File: src/rtl/tdm_demux.sv
// TDM receive demultiplexer: spreads a framed serial sample stream onto N_CH registered channels.
// Optional even-parity checking is enabled by defining TDM_DEMUX_PARITY_EN.
module tdm_demux #(
    parameter int N_CH   = 4,
    parameter int W      = 8,
    parameter int SLOT_W = 2
) (
    input  logic              clk,
    input  logic              rst_n,
    input  logic [W-1:0]      din,
    input  logic              din_valid,
    input  logic              frame_sync,
`ifdef TDM_DEMUX_PARITY_EN
    input  logic              din_par,
`endif
    output logic [N_CH*W-1:0] ch_data,
    output logic [N_CH-1:0]   ch_update,
    output logic              frame_done,
    output logic              locked,
    output logic              sync_err
`ifdef TDM_DEMUX_PARITY_EN
    ,
    output logic              par_err
`endif
);

    typedef enum logic {HUNT = 1'b0, LOCKED = 1'b1} state_t;

    localparam logic [SLOT_W-1:0] LAST_SLOT = SLOT_W'(N_CH - 1);
    localparam logic [SLOT_W-1:0] SLOT_ONE  = SLOT_W'(1);

    state_t              state, nxt_state;
    logic [SLOT_W-1:0]   slot, nxt_slot, wr_slot;
    logic                wr_en, done_n, serr_n, perr_n, par_bad;

`ifdef TDM_DEMUX_PARITY_EN
    assign par_bad = ^{din, din_par};
`else
    assign par_bad = 1'b0;
`endif

    // A sample with bad parity is never written but still steps the alignment logic.
    always_comb begin
        nxt_state = state;
        nxt_slot  = slot;
        wr_en     = 1'b0;
        wr_slot   = slot;
        done_n    = 1'b0;
        serr_n    = 1'b0;
        perr_n    = 1'b0;
        if (din_valid) begin
            perr_n = par_bad;
            case (state)
                HUNT: begin
                    if (par_bad) begin
                        serr_n = 1'b1;
                    end else if (frame_sync) begin
                        wr_en     = 1'b1;
                        wr_slot   = '0;
                        nxt_slot  = SLOT_ONE;
                        nxt_state = LOCKED;
                    end
                end
                LOCKED: begin
                    if (slot == '0) begin
                        if (frame_sync) begin
                            wr_en    = !par_bad;
                            wr_slot  = '0;
                            nxt_slot = SLOT_ONE;
                        end else begin
                            serr_n    = 1'b1;
                            nxt_slot  = '0;
                            nxt_state = HUNT;
                        end
                    end else if (frame_sync) begin
                        serr_n   = 1'b1;
                        wr_en    = !par_bad;
                        wr_slot  = '0;
                        nxt_slot = SLOT_ONE;
                    end else begin
                        wr_en    = !par_bad;
                        done_n   = !par_bad && (slot == LAST_SLOT);
                        nxt_slot = (slot == LAST_SLOT) ? '0 : slot + SLOT_ONE;
                    end
                end
                default: begin
                    nxt_state = HUNT;
                    nxt_slot  = '0;
                end
            endcase
        end
    end

    always_ff @(posedge clk or negedge rst_n) begin
        if (!rst_n) begin
            state <= HUNT;
            slot  <= '0;
        end else begin
            state <= nxt_state;
            slot  <= nxt_slot;
        end
    end

    // Channel registers hold their value until overwritten or reset.
    always_ff @(posedge clk or negedge rst_n) begin
        if (!rst_n) begin
            ch_data    <= '0;
            ch_update  <= '0;
            frame_done <= 1'b0;
            sync_err   <= 1'b0;
        end else begin
            for (int c = 0; c < N_CH; c++) begin
                if (wr_en && (wr_slot == SLOT_W'(c))) begin
                    ch_data[c*W +: W] <= din;
                end
            end
            ch_update  <= wr_en ? (N_CH'(1) << wr_slot) : '0;
            frame_done <= done_n;
            sync_err   <= serr_n;
        end
    end

`ifdef TDM_DEMUX_PARITY_EN
    always_ff @(posedge clk or negedge rst_n) begin
        if (!rst_n) begin
            par_err <= 1'b0;
        end else begin
            par_err <= perr_n;
        end
    end
`endif

    assign locked = (state == LOCKED);

endmodule

File: config.mk
export PLATFORM = sky130hd
export DESIGN_NAME = tdm_demux
export DESIGN_NICKNAME = d
export VERILOG_FILES = /design/src/rtl/tdm_demux.sv
export SDC_FILE = /design/constraint.sdc
export NUM_CORES = 1
export LEC_CHECK = 0
export CAP_MARGIN = 20
export CORE_AREA = 2 2 71 59
export DETAILED_ROUTE_END_ITERATION = 12
export DIE_AREA = 0 0 73 61
export GPL_TIMING_DRIVEN = 1
export PLACE_DENSITY = 0.88
export SETUP_SLACK_MARGIN = 0.05
export SYNTH_ARGS = -nofsm -noshare
export SYNTH_HDL_FRONTEND = slang
export SYNTH_SLANG_ARGS = --single-unit
File: constraint.sdc
create_clock -name clk -period 2.15 [get_ports clk]
set_input_delay 0.43 -clock clk [delete_from_list [all_inputs] [get_ports clk]]
set_output_delay 0.43 -clock clk [all_outputs]
set_load 0.01 [all_outputs]
==> flow_summary_export.csv <==
group,metric,value,unit
status,run_status,"finished clean",
clock_tree,worstSkewPairLatency,0.29,ns
route,total_routed_length,3370,um
timing,fin_skew,0.00604,ns
logic_synthesis,async_reset_ff_share,100,%
route,detail-route-antenna-nets,0,
timing,layout_worst_path_cycle_share,94.0,%
hold_path,min-delay-path-class,"primary input to asynchronous set/reset pin",
timing,fin_tns_setup,0,ns
layout,layout-area-overhead-vs-synth,45.6,%
floorplan,die_w,73,um
pwr,static-leakage-power,1.13,nW
global_route,antenna_found_initial,0,
setup_path,worstPathCellList,"clkdlybuf4s50_1 -> inv_1 -> ha_1 -> nand4b_1 -> or3_1 -> buf_4 -> mux2_2",
logic_synthesis,synth_edf_count,0,
placement,gp_routability_congestion,0.932,
timing,rsz0062_at_grt,"false",
setup_path,critical_path.top_delay_family,"buffers and inverters",
route,route.detailed.wl_per_inst,15.4,um
pwr,power.net_switching,0.996,mW
timing,timing.hold.ws,0.118,ns
setup_path,path_max_fanout,9,
layout,multiInputGateArea,581,um2
logic_synthesis,postSynthNetCount,123,
route,drt_drc_violations_left,0,
logic_synthesis,synth_most_common_cell,"sky130_fd_sc_hd__dfrtp_1",
timing,slew_headroom,58.2,%
floorplan,num_rows,20,
layout,layout.nets,190,
timing,worst_slew_pin_slew,0.625,ns
clock_tree,clkSinkCount,41,
logic_synthesis,postSynthAreaPerCell,15.6,um2
logic_synthesis,post_synth_most_frequent_cells,"sky130_fd_sc_hd__dfrtp_1, sky130_fd_sc_hd__mux2_2, sky130_fd_sc_hd__mux2_4",
logic_synthesis,synth_seq_area_share,61.7,%
placement,portBuffers,50,
layout,design_area,2420,um2
placement,placed_cell_area,2280,um2
clock_tree,quantity_of_gates_resized_following_cts,0,
clock_tree,ctsHtreeMaxLevel,2,
layout,seq_area,1030,um2
timing,fmax,495,MHz
timing,timing_hold_violations_final,0,
logic_synthesis,number_of_storage_elements_in_the_synthesis_netlist,41,
clock_tree,clk_pin_slew_worst_paths,0.09,ns
logic_synthesis,synthDominantAreaCellType,"sky130_fd_sc_hd__dfrtp_1",
global_route,grt_pass1_vias,1058,
floorplan,die_h,61,um
layout,n_fill_cell,251,
route,number_of_drc_violations_after_detailed_routing_iteration_0,48,
pwr,pwr-share-clk,21.3,%
clock_tree,cts.path.max_buffers,2,
setup_path,critical_path_slowest_stage_cell,"sky130_fd_sc_hd__clkdlybuf4s50_1",
setup_path,worstSetupStartpointType,"primary input",
pwr,cell_internal_pwr,2.50,mW
clock_tree,clock-root-buffer,"sky130_fd_sc_hd__clkbuf_8",
global_route,grt_pass1_wl,5260,um
floorplan,design.core.area,3730,um2
timing,fin_crit,2.02,ns
timing,final-setup-viol-count,0,
clock_tree,tritoncts.num_buffers,5,
clock_tree,tritoncts_clock_tree,"yes",
route,via_count,1075,
pwr,sequentialPowerShare,37.4,%
pwr,sw_frac_of_total,28.5,%
global_route,grt_start_max_net_pins,27,
logic_synthesis,post_synthesis_cells,107,
logic_synthesis,synth_ff_type,"sky130_fd_sc_hd__dfrtp_1",
timing,final_max_slew_viol_count,0,
route,drt_first_pass_iters,4,
job,drv_cap,0,
global_route,grt.overflow.total,0,
setup_path,timing.critical_path.buf_inv,3,
floorplan,die-area,4450,um2
logic_synthesis,synth_cell_type_count,23,
setup_path,critPathMaxStageDelay,0.49,ns
layout,layout_cells_sized_above_1,33.7,%
logic_synthesis,synth.yosys.warnings,0,
floorplan,initial_util,44.6,%
global_route,grt.total_usage,16.5,%
logic_synthesis,synth.cell_area,1660,um2
pwr,post-layout-total-power,3.49,mW
setup_path,worstSetupEndpointType,"flop",
pwr,combinationalPowerShare,41.3,%
logic_synthesis,synth_largest_type_area_fraction,61.7,%
route,post_drt_via_cell_ratio,4.91,
setup_path,worst-setup-path-type,"primary input to flop",
logic_synthesis,synth_area_leaders,"sky130_fd_sc_hd__dfrtp_1, sky130_fd_sc_hd__mux2_2, sky130_fd_sc_hd__mux2_4, sky130_fd_sc_hd__ha_1, sky130_fd_sc_hd__buf_6",
setup_path,worst-endpoint-required,2.33,ns
pwr,power.density,1440,nW/um2
placement,hpwl,2510,um
layout,antenna-diode-count,0,
pwr,power.ir.vdd_worst,540,uV
floorplan,io_pins,51,
setup_path,arrival,2.20,ns
routing by layer:
layer | global-route usage, % | part of all wire, % | vias to the layer above
met1 | 23.3 | 50 | 519
met4 | 8.99 | 1.9 | 0
met5 | 0 | 0 | -
li1 | - | - | 506
met2 | 23.4 | 42 | 45
met3 | 4.32 | 5.7 | 5
logic make-up after synthesis:
group                      count (synthesis)  share of synthesized area [%]
buffers and inverters                     10                           3.46
AOI/OAI and AO/OA                          6                           2.56
adders and majority gates                  4                           3.01
muxes                                     32                           23.5
and+or+nand+nor                           14                           5.87
DFF                                       41                           61.7
layout make-up:
type	instances	share of cell area, %
sequential	41	42.4
clock inverter	3	2.84
inverter	6	0.930
clock buffer	5	2.84
tap	44	2.27
multi-input combinational	56	24.0
timing repair buffer	64	24.8
flip-flops by register name (all words and copies together) (netlist names):
signal	cells
sync_err	1
frame_done	1
locked	1
ch_data	32
ch_update	4
slot	2
stage by stage:
stage	std cells	setup slack [ns]	util, %
after floorplan	107	0.200	-
after global placement	210	-0.104	61.1
after detailed placement	210	-0.182	61.1
after CTS	218	0.123	64.8
after global routing	219	0.0656	65.0
final	219	0.130	65.0
power groups by stage:
stage | sequential, mW | combinational (mW) | clock (mW)
CTS | 1.31 | 1.45 | 0.754
global route | 1.35 | 1.55 | 0.793
floorplan | 1.43 | 0.505 | 0
detailed placement | 1.32 | 1.44 | 0
finish | 1.31 | 1.44 | 0.744
global placement | 1.31 | 1.40 | 0
layout by cell type, fill, tap and decap left out, types with 3 or more instances in the layout:
cell                              instances
sky130_fd_sc_hd__clkdlybuf4s50_1         49
sky130_fd_sc_hd__dfrtp_1                 41
sky130_fd_sc_hd__mux2_2                  24
sky130_fd_sc_hd__buf_4                   14
sky130_fd_sc_hd__mux2_4                   8
sky130_fd_sc_hd__inv_1                    6
sky130_fd_sc_hd__clkbuf_8                 5
sky130_fd_sc_hd__ha_1                     4
sky130_fd_sc_hd__nand2_1                  3
timing repair:
action | CTS | global route
buffers inserted | 0 | 1
endpoints found under the setup margin | 0 | 1
hold buffers | 0 | 0
final timing paths:
check                                       start                 endpoint  slack, ns  cells past startpoint
max                                    frame_sync   ch_data[9]$_DFFE_PN0P_       0.13                      7
min                                         rst_n  ch_data[19]$_DFFE_PN0P_       0.12                      1
max reg2reg                   slot[1]$_DFFE_PN0P_   ch_data[9]$_DFFE_PN0P_       0.14                      7
min reg2reg                ch_data[1]$_DFFE_PN0P_   ch_data[1]$_DFFE_PN0P_       0.51                      1
max in group asynchronous                   rst_n   ch_data[1]$_DFFE_PN0P_       1.49                      2
min in group clk           ch_data[1]$_DFFE_PN0P_   ch_data[1]$_DFFE_PN0P_       0.51                      1
Note: power is estimated with default switching activity, not from simulation.
